**src/rtl/kdtree_loader_pkg.sv**
```systemverilog
// Shared types and frame word-count helpers for the k-d tree input loader.
package kdtree_loader_pkg;

  typedef enum logic [1:0] {
    S_IDLE    = 2'd0,
    S_NODES   = 2'd1,
    S_LEAVES  = 2'd2,
    S_QUERIES = 2'd3
  } state_t;

  function automatic logic [31:0] node_words(input int num_leaves);
    return 32'(2 * (num_leaves - 1));
  endfunction

  function automatic logic [31:0] leaf_words(input int num_leaves, input int leaf_size,
                                             input int patch_size);
    return 32'(num_leaves * leaf_size * (patch_size + 1));
  endfunction

  function automatic logic [31:0] query_words(input int num_querys, input int patch_size);
    return 32'(num_querys * patch_size);
  endfunction

endpackage

```
**src/rtl/kdtree_input_loader_patch_assembler.sv**
```systemverilog
// PATCH_SIZE-deep word shift register; the first word shifted in ends up in the LSBs.
module patch_assembler #(
  parameter int DATA_WIDTH = 11,
  parameter int PATCH_SIZE = 5
) (
  input  logic                             clk,
  input  logic                             rst,
  input  logic                             i_clr,
  input  logic                             i_shift,
  input  logic [DATA_WIDTH-1:0]            i_word,
  output logic [PATCH_SIZE*DATA_WIDTH-1:0] o_words,
  output logic [PATCH_SIZE*DATA_WIDTH-1:0] o_words_next,
  output logic                             o_full,
  output logic                             o_last
);
  localparam int PW    = PATCH_SIZE * DATA_WIDTH;
  localparam int CNT_W = $clog2(PATCH_SIZE + 1);
  localparam logic [CNT_W-1:0] CNT_FULL = CNT_W'(PATCH_SIZE);
  localparam logic [CNT_W-1:0] CNT_LAST = CNT_W'(PATCH_SIZE - 1);

  logic [PW-1:0]    r_words;
  logic [CNT_W-1:0] r_count;
  logic [PW-1:0]    w_shifted;

  assign w_shifted = {i_word, r_words[PW-1:DATA_WIDTH]};

  always_ff @(posedge clk) begin
    if (rst || i_clr) begin
      r_words <= '0;
      r_count <= '0;
    end else if (i_shift) begin
      r_words <= w_shifted;
      r_count <= r_count + 1'b1;
    end
  end

  assign o_words      = r_words;
  assign o_words_next = w_shifted;
  assign o_full       = (r_count == CNT_FULL);
  assign o_last       = (r_count == CNT_LAST);

endmodule

```
**src/rtl/kdtree_input_loader.sv**
```systemverilog
// Streams one k-d tree frame (nodes, leaf patches, query patches) from a FWFT FIFO into write ports.
// Optional dim range check with sticky err: define LOADER_RANGE_CHECK_EN.
module kdtree_input_loader
  import kdtree_loader_pkg::*;
#(
  parameter int DATA_WIDTH = 11,
  parameter int PATCH_SIZE = 5,
  parameter int LEAF_SIZE  = 8,
  parameter int NUM_LEAVES = 64,
  parameter int NUM_QUERYS = 494,
  parameter int IDX_WIDTH  = 9
) (
  input  logic                                      clk,
  input  logic                                      rst,
  input  logic                                      load_kdtree,
  input  logic [DATA_WIDTH-1:0]                     fifo_rdata,
  input  logic                                      fifo_rempty_n,
  output logic                                      fifo_deq,
  output logic                                      node_wen,
  output logic [$clog2(NUM_LEAVES-1)-1:0]           node_waddr,
  output logic [$clog2(PATCH_SIZE)-1:0]             node_dim,
  output logic [DATA_WIDTH-1:0]                     node_median,
  output logic                                      leaf_wen,
  output logic [$clog2(NUM_LEAVES)-1:0]             leaf_waddr,
  output logic [$clog2(LEAF_SIZE)-1:0]              leaf_slot,
  output logic [PATCH_SIZE*DATA_WIDTH+IDX_WIDTH-1:0] leaf_wdata,
  output logic                                      query_wen,
  output logic [$clog2(NUM_QUERYS)-1:0]             query_waddr,
  output logic [PATCH_SIZE*DATA_WIDTH-1:0]          query_wdata,
  output logic                                      busy,
  output logic                                      kdtree_done,
  output logic                                      query_done,
  output logic                                      err
);
  localparam int NUM_NODES = NUM_LEAVES - 1;
  localparam int NADDR_W   = $clog2(NUM_NODES);
  localparam int DIM_W     = $clog2(PATCH_SIZE);
  localparam int LADDR_W   = $clog2(NUM_LEAVES);
  localparam int SLOT_W    = $clog2(LEAF_SIZE);
  localparam int QADDR_W   = $clog2(NUM_QUERYS);
  localparam int PW        = PATCH_SIZE * DATA_WIDTH;
  localparam int LEAF_W    = PW + IDX_WIDTH;

  localparam logic [31:0] NODE_LAST  = node_words(NUM_LEAVES) - 32'd1;
  localparam logic [31:0] LEAF_LAST  = leaf_words(NUM_LEAVES, LEAF_SIZE, PATCH_SIZE) - 32'd1;
  localparam logic [31:0] QUERY_LAST = query_words(NUM_QUERYS, PATCH_SIZE) - 32'd1;
  localparam logic [SLOT_W-1:0] LAST_SLOT = SLOT_W'(LEAF_SIZE - 1);

  state_t r_state, w_next_state;
  logic   w_deq, w_phase_end;
  logic [31:0] r_word_cnt;

  logic               r_have_dim;
  logic [DIM_W-1:0]   r_dim;
  logic [NADDR_W-1:0] r_node_cnt;
  logic [LADDR_W-1:0] r_leaf_cnt;
  logic [SLOT_W-1:0]  r_slot;
  logic [QADDR_W-1:0] r_query_cnt;

  logic               r_node_wen, r_leaf_wen, r_query_wen, r_kd_done, r_q_done;
  logic [NADDR_W-1:0] r_node_waddr;
  logic [DIM_W-1:0]   r_node_dim;
  logic [DATA_WIDTH-1:0] r_node_median;
  logic [LADDR_W-1:0] r_leaf_waddr;
  logic [SLOT_W-1:0]  r_leaf_slot;
  logic [LEAF_W-1:0]  r_leaf_wdata;
  logic [QADDR_W-1:0] r_query_waddr;
  logic [PW-1:0]      r_query_wdata;

  logic          w_asm_shift, w_asm_clr, w_asm_full, w_asm_last;
  logic [PW-1:0] w_asm_words, w_asm_next;

  // Nothing is consumed while idle or during the reset cycle itself.
  assign w_deq = !rst && (r_state != S_IDLE) && fifo_rempty_n;

  always_comb begin
    w_phase_end = 1'b0;
    case (r_state)
      S_NODES:   w_phase_end = (r_word_cnt == NODE_LAST);
      S_LEAVES:  w_phase_end = (r_word_cnt == LEAF_LAST);
      S_QUERIES: w_phase_end = (r_word_cnt == QUERY_LAST);
      default:   w_phase_end = 1'b0;
    endcase
  end

  always_ff @(posedge clk) begin
    if (rst) r_state <= S_IDLE;
    else     r_state <= w_next_state;
  end

  always_comb begin
    w_next_state = r_state;
    case (r_state)
      S_IDLE:    if (load_kdtree)           w_next_state = S_NODES;
      S_NODES:   if (w_deq && w_phase_end)  w_next_state = S_LEAVES;
      S_LEAVES:  if (w_deq && w_phase_end)  w_next_state = S_QUERIES;
      S_QUERIES: if (w_deq && w_phase_end)  w_next_state = S_IDLE;
      default:                              w_next_state = S_IDLE;
    endcase
  end

  assign w_asm_shift = w_deq && (((r_state == S_LEAVES) && !w_asm_full) ||
                                 ((r_state == S_QUERIES) && !w_asm_last));
  assign w_asm_clr   = w_deq && (((r_state == S_LEAVES) && w_asm_full) ||
                                 ((r_state == S_QUERIES) && w_asm_last));

  patch_assembler #(
    .DATA_WIDTH (DATA_WIDTH),
    .PATCH_SIZE (PATCH_SIZE)
  ) u_patch_assembler (
    .clk          (clk),
    .rst          (rst),
    .i_clr        (w_asm_clr),
    .i_shift      (w_asm_shift),
    .i_word       (fifo_rdata),
    .o_words      (w_asm_words),
    .o_words_next (w_asm_next),
    .o_full       (w_asm_full),
    .o_last       (w_asm_last)
  );

  always_ff @(posedge clk) begin
    if (rst) begin
      r_word_cnt    <= '0;
      r_have_dim    <= 1'b0;
      r_dim         <= '0;
      r_node_cnt    <= '0;
      r_leaf_cnt    <= '0;
      r_slot        <= '0;
      r_query_cnt   <= '0;
      r_node_wen    <= 1'b0;
      r_leaf_wen    <= 1'b0;
      r_query_wen   <= 1'b0;
      r_kd_done     <= 1'b0;
      r_q_done      <= 1'b0;
      r_node_waddr  <= '0;
      r_node_dim    <= '0;
      r_node_median <= '0;
      r_leaf_waddr  <= '0;
      r_leaf_slot   <= '0;
      r_leaf_wdata  <= '0;
      r_query_waddr <= '0;
      r_query_wdata <= '0;
    end else begin
      r_node_wen  <= 1'b0;
      r_leaf_wen  <= 1'b0;
      r_query_wen <= 1'b0;
      r_kd_done   <= 1'b0;
      r_q_done    <= 1'b0;
      if (r_state == S_IDLE) begin
        r_word_cnt  <= '0;
        r_have_dim  <= 1'b0;
        r_node_cnt  <= '0;
        r_leaf_cnt  <= '0;
        r_slot      <= '0;
        r_query_cnt <= '0;
      end else if (w_deq) begin
        r_word_cnt <= w_phase_end ? '0 : r_word_cnt + 32'd1;
        case (r_state)
          S_NODES: begin
            if (!r_have_dim) begin
              r_have_dim <= 1'b1;
              r_dim      <= fifo_rdata[DIM_W-1:0];
            end else begin
              r_have_dim    <= 1'b0;
              r_node_wen    <= 1'b1;
              r_node_waddr  <= r_node_cnt;
              r_node_dim    <= r_dim;
              r_node_median <= fifo_rdata;
              r_node_cnt    <= r_node_cnt + 1'b1;
            end
          end
          S_LEAVES: begin
            // With the patch full, the current word is the original-image index.
            if (w_asm_full) begin
              r_leaf_wen   <= 1'b1;
              r_leaf_waddr <= r_leaf_cnt;
              r_leaf_slot  <= r_slot;
              r_leaf_wdata <= {fifo_rdata[IDX_WIDTH-1:0], w_asm_words};
              r_kd_done    <= w_phase_end;
              if (r_slot == LAST_SLOT) begin
                r_slot     <= '0;
                r_leaf_cnt <= r_leaf_cnt + 1'b1;
              end else begin
                r_slot <= r_slot + 1'b1;
              end
            end
          end
          S_QUERIES: begin
            if (w_asm_last) begin
              r_query_wen   <= 1'b1;
              r_query_waddr <= r_query_cnt;
              r_query_wdata <= w_asm_next;
              r_query_cnt   <= r_query_cnt + 1'b1;
              r_q_done      <= w_phase_end;
            end
          end
          default: ;
        endcase
      end
    end
  end

`ifdef LOADER_RANGE_CHECK_EN
  logic r_err;
  always_ff @(posedge clk) begin
    if (rst) r_err <= 1'b0;
    else if (w_deq && (r_state == S_NODES) && !r_have_dim &&
             (fifo_rdata >= DATA_WIDTH'(PATCH_SIZE)))
      r_err <= 1'b1;
  end
  assign err = r_err;
`else
  assign err = 1'b0;
`endif

  assign fifo_deq    = w_deq;
  assign busy        = (r_state != S_IDLE);
  assign node_wen    = r_node_wen;
  assign node_waddr  = r_node_waddr;
  assign node_dim    = r_node_dim;
  assign node_median = r_node_median;
  assign leaf_wen    = r_leaf_wen;
  assign leaf_waddr  = r_leaf_waddr;
  assign leaf_slot   = r_leaf_slot;
  assign leaf_wdata  = r_leaf_wdata;
  assign query_wen   = r_query_wen;
  assign query_waddr = r_query_waddr;
  assign query_wdata = r_query_wdata;
  assign kdtree_done = r_kd_done;
  assign query_done  = r_q_done;

endmodule

```
**config.mk**
```make
export PLATFORM = sky130hd
export DESIGN_NAME = kdtree_input_loader
export DESIGN_NICKNAME = d
export VERILOG_FILES = /design/src/rtl/kdtree_loader_pkg.sv /design/src/rtl/kdtree_input_loader_patch_assembler.sv /design/src/rtl/kdtree_input_loader.sv
export SDC_FILE = /design/constraint.sdc
export NUM_CORES = 1
export LEC_CHECK = 0
export ABC_AREA = 1
export CAP_MARGIN = 40
export CORE_UTILIZATION = 50
export DETAILED_ROUTE_END_ITERATION = 10
export PLACE_DENSITY = 0.76
export SETUP_SLACK_MARGIN = 0.5
export SYNTH_ARGS = -nofsm -noshare
export SYNTH_HDL_FRONTEND = slang
export SYNTH_SLANG_ARGS = --single-unit
```
**constraint.sdc**
```tcl
create_clock -name clk -period 5 [get_ports clk]
set_input_delay 1.25 -clock clk [delete_from_list [all_inputs] [get_ports clk]]
set_output_delay 1.25 -clock clk [all_outputs]
set_load 0.005 [all_outputs]
```
Word level (Yosys, flattened, before mapping). Index checks and enable logic that the tools add are counted. W data, S select, Z words.

Bits in registers: 282. Bits of input ports: 15. Output and inout port bits: 165. Logic and storage cells: 95.

$add $sub $neg: 6. Equal/unequal tests: 13. Multiplexer cells: 12. Bitwise operators: 8. Reduce and logical (&&, ||, !) cells: 33.

Operators by type and width (count): $eq A32 B12 Y1 const B (2); $add A32 B1 Y32 const B (1); $eq A32 B7 Y1 const B (1); $mux W32 (1); $reduce_and A4 Y1 (6); $add A6 B1 Y6 const B (2); $reduce_or A4 Y1 (3); $reduce_or A5 Y1 (2); $add A9 B1 Y9 const B (1); $eq A3 B3 Y1 const B (3); $logic_and A1 B1 Y1 (9); $reduce_and A3 Y1 (3); $mux W2 (4); $ne A2 B2 Y1 const B (4); $not A1 Y1 (8); $pmux W2 S4 (1); $add A3 B1 Y3 const B (2); $eq A2 B2 Y1 const B (2); $mux W1 (4); $logic_not A1 Y1 (3); $logic_or A1 B1 Y1 (3); $mux W3 (1); $pmux W1 S3 (1); $eq A2 B1 Y1 const B (1); other kinds (4) (4).

Depth between registers and ports, before layout.
Depth after elaboration: 6. Depth in mapped cells: 14. Depth with buffers taken out: 14.

Hierarchy. From an unflattened synthesis, not the netlist that was laid out.

Cell total of the unflattened synthesis: 1643. Area total of the unflattened synthesis: 11805.1 um2.

Modules (own cells, without submodules): kdtree_input_loader (times used 1, cells an instance 1213, area each 8936.1 um2, seq. area each 4484.3 um2); patch_assembler (times used 1, cells an instance 430, area each 2869.0 um2, seq. area each 1161.1 um2).

Worst setup path before layout. Ideal clock, no wire load.

Path kind: input-to-output. Start: input port rst. End: output port fifo_deq. Arrival: 1923 ps. Data required time: 3750 ps. Setup slack: 1827 ps. Stages: 5. Path buffers: 2. Path through: buf_6 > nor2_8 > nand2_4 > inv_4 > clkbuf_1.

Cells in the longest elaborated chain, start to end: 3.

Ends and longest elaborated chain: from (decl) (line kdtree_input_loader.sv:14) `input logic rst,`; $logic_not A1 Y1 (line kdtree_input_loader.sv:74) `assign w_deq = !rst && (r_state != S_IDLE) && fifo_rempty_n;`; $logic_and A1 B1 Y1 (2 in series) (line kdtree_input_loader.sv:74); to (decl) (line kdtree_input_loader.sv:18) `output logic fifo_deq,`.

Every way passes these cells.

Worst setup path in the final report. Ends and elaborated chain as after synthesis.

==> impl_summary.log <==
INFO  metric outcome = complete, no violations
INFO  metric grt.total_usage = 25.3%
INFO  metric dpl_cell_area = 12900 sq um
INFO  metric dr_total_vias = 9844
INFO  metric flow.area_growth_from_synthesis = 26.6%
INFO  metric critical_path_cell_count = 5
INFO  metric synth_area_leader_cell = sky130_fd_sc_hd__dfxtp_1
INFO  metric grt.overflow.total = 0
INFO  metric postCtsSetupRepairBufs = 0
INFO  metric most-common-layout-cells = 379 x sky130_fd_sc_hd__nor2_1, 282 x sky130_fd_sc_hd__dfxtp_1, 247 x sky130_fd_sc_hd__nand2_1, 178 x sky130_fd_sc_hd__clkdlybuf4s50_1, 168 x sky130_fd_sc_hd__o21ai_0
INFO  metric totalWireLength = 28.4 mm
INFO  metric cap_violations = 0
INFO  metric leakage = 0.00523 uW
INFO  metric die-width = 150 um
INFO  metric tns = 0 ns
INFO  metric timing.critical_path.fanout_max = 18
INFO  metric gp_congestion = 0.884
INFO  metric synthCells = 1463
INFO  metric drive_gt1_share = 5.34%
INFO  metric hold_class = reg -> reg
INFO  metric clock_tree_sinks = 282
INFO  metric fp.dieArea = 22600 sq um
INFO  metric critPathRequiredTime = 3.75 ns
INFO  metric tritoncts.num_buffers = 29
INFO  metric timing.slew.headroom = 51.3%
INFO  metric crit_family = buffers and inverters
INFO  metric final.hold.worst_slack = 0.459 ns
INFO  metric worstPathCellList = clkdlybuf4s50_1 -> nor2_8 -> nand2_4 -> inv_4 -> clkdlybuf4s50_1
INFO  metric cp-startpoint = rst
INFO  metric report.final.setup_viol = 0
INFO  metric hpwlAfterDp = 18.9 mm
INFO  metric synth.avg_cell_area = 7.51 sq um
INFO  metric achievable-frequency = 242 MHz
INFO  metric dpl_ws = 0.866 ns
INFO  metric tightestPinTransition = 0.731 ns
INFO  metric worstPathBufferInverterCount = 3
INFO  metric post_synth_instance_area = 11000 sq um
INFO  metric drt_first_pass_iters = 5
INFO  metric max-clock-path-buffers = 3
INFO  metric yosysUniqueCellTypes = 37
INFO  metric core_area = 21300 sq um
INFO  metric nNetsFinal = 1635
INFO  metric hold_start = r_dim[1]
INFO  metric post_cts_resize_count = 0
INFO  metric clk_pin_slew_worst_paths = 0.06 ns
INFO  metric clock-skew-final = 0.0105 ns
INFO  metric diodes = 0
INFO  metric cp_slowest_stage_delay = 0.54 ns
INFO  metric grt_first_pass_wirelength = 46.1 mm
INFO  metric htreeDepth = 1
INFO  metric holdBufCountCts = 0
INFO  metric final_period_minus_worst_setup_slack = 4.13 ns
INFO  metric post_drt_wl_per_cell = 14.9 um
INFO  metric design.portCount = 180
INFO  metric ys_seq_elements = 282
INFO  metric seq_area_frac_synth = 51.4%
INFO  metric r2r_end = u_patch_assembler.r_count[1]
INFO  metric crit_top_cell = sky130_fd_sc_hd__clkdlybuf4s50_1
INFO  metric final_max_slew_viol_count = 0
INFO  metric ys_warn_count = 0
INFO  metric first_global_vias = 9136
INFO  metric insertion_delay = 0.55 ns
INFO  metric placement_rows = 53
INFO  metric critical_path_arrival = 2.88 ns
INFO  metric via_per_inst = 5.17
INFO  metric number_of_antenna_violations_at_the_first_check_in_global_routing = 0
INFO  metric post-route-cell-area = 13900 sq um
INFO  metric unrepaired_setup_endpoints_after_global_routing = no
INFO  metric critical_path.endpoint_type = output pin
INFO  metric cts_tree = yes
INFO  metric ff2ff_setup_slack = 1.99 ns
INFO  metric largest_net_degree_at_the_start_of_global_routing = 104
INFO  metric crit_path_start_kind = input port
INFO  metric synth.top_cell.area_share = 51.4%
INFO  metric power_per_cell_area = 358 nW/um^2
INFO  metric port_buffers = 178
INFO  metric dieHeight = 150 um
INFO  metric reg2reg_from = r_state[0]
INFO  metric layout_commonest_cell = sky130_fd_sc_hd__nor2_1
INFO  metric report.power.total = 4970 uW
INFO  metric fillers = 1817
INFO  metric worst_ir_drop_vdd = 270 uV
INFO  metric drt_drc_violations_left = 0
INFO  metric final_hold_vios = 0
INFO  metric drt-initial-drc-count = 584
INFO  metric synth.net_count = 1492
INFO  metric netlist_top_cells_area = sky130_fd_sc_hd__dfxtp_1 51%, sky130_fd_sc_hd__nor2_1 13%, sky130_fd_sc_hd__nand2_1 8.5%, sky130_fd_sc_hd__o21ai_0 7.7%, sky130_fd_sc_hd__a21oi_1 4.7%
INFO  metric finalWorstSetupSlack = 0.870 ns
INFO  metric antenna_left = 0
INFO  metric critPathKind = in -> out
INFO  metric root_buffer = sky130_fd_sc_hd__clkbuf_16
INFO  metric worst_path_max_delay_cell = sky130_fd_sc_hd__clkdlybuf4s50_1
INFO  metric crit_path_end = fifo_deq
INFO  metric initial_core_util = 51.6%
INFO  metric final_min_period_over_clock_period = 82.6%
INFO  metric reg2regPathDepth = 10
-- synth_stat cells (all sizes together) --
master	n
o22ai	1
clkbuf	36
nand4	7
and3	1
or2	1
o21ai	168
a21o	1
nand3b	2
a22o	1
conb	1
ha	14
nor2	390
nor3b	4
buf	43
xnor2	4
nand3	41
nor4	1
inv	69
a21oi	104
nor3	24
a211oi	3
nand2	251
xor2	14
dfxtp	282
-- per-stage QoR --
stage	instances	utilization, %
after global placement	1848	60.1
after detailed placement	1850	60.4
after CTS	1904	65.3
after global routing	1904	65.3
final	1904	65.3
after floorplan	1463	-
-- worst min path at each step --
stage                                   endpoint  slack [ns]  cells past startpoint
floorplan                               r_dim[0]        0.44                      2
global placement                        r_dim[0]        0.45                      2
detailed placement  u_patch_assembler.o_words[6]        0.46                      2
CTS                                     r_dim[1]        0.46                      2
global route        u_patch_assembler.o_words[6]        0.48                      2
finish                                  r_dim[1]        0.46                      2
-- routing by layer --
| layer | vias to the layer above | part of all wire (%) | global-route usage, % |
|---|---|---|---|
| met5 | - | 0 | 0 |
| met4 | 0 | 1.6 | 5.81 |
| met3 | 35 | 7.5 | 6.45 |
| met2 | 261 | 46 | 41.5 |
| met1 | 4569 | 45 | 33.3 |
| li1 | 4979 | - | - |
-- worst reg2reg max path: stages, from the launching register on --
cell and delay [ns]:
sky130_fd_sc_hd__dfxtp_1 0.39, sky130_fd_sc_hd__inv_1 0.10, sky130_fd_sc_hd__ha_1 0.31, sky130_fd_sc_hd__nor2_8 0.32, sky130_fd_sc_hd__nand2_4 0.09, sky130_fd_sc_hd__buf_4 0.25
sky130_fd_sc_hd__nor2_4 0.41, sky130_fd_sc_hd__inv_2 0.09, sky130_fd_sc_hd__nand3_2 0.33, sky130_fd_sc_hd__buf_4 0.46, sky130_fd_sc_hd__a211oi_1 0.11
-- flip-flops by register name (all words and copies together) (netlist names), 6 cells and up --
signal                     cells
leaf_wdata                    64
query_wdata                   55
u_patch_assembler.o_words     55
r_word_cnt                    32
node_median                   11
query_waddr                    9
r_query_cnt                    9
leaf_waddr                     6
node_waddr                     6
r_leaf_cnt                     6
r_node_cnt                     6
-- logic make-up (layout without fill, tap and decap cells) --
kind of cell    count (synthesis)  after routing  synth area share [%]
simple gates                  722            722                  26.7
compound gates                278            278                  12.9
buf+inv                       148            314                  5.94
other cells                     1              1                0.0341
xor+xnor                       18             18                  1.44
fa+ha+maj                      14             14                  1.60
flops                         282            282                  51.4
-- layout make-up --
| type | count | area (sq um) | share of cell area (%) |
|---|---|---|---|
| clock buffer | 44 | 882 | 6.35 |
| multi-input combinational | 1033 | 4690 | 33.7 |
| inverter | 69 | 263 | 1.89 |
| timing repair buffer | 191 | 1910 | 13.8 |
| sequential | 282 | 5650 | 40.6 |
| clock inverter | 10 | 165 | 1.19 |
| tap | 275 | 344 | 2.48 |
-- report_power, final --
part	total [uW]	internal (uW)	leakage [uW]	switching (uW)
Clock	2300	1420	0.000521	881
Sequential	2280	2260	0.00227	17.7
Combinational	389	119	0.00244	270
Total	4970	3810	0.00523	1170
Note: power is estimated with default switching activity, not from simulation.
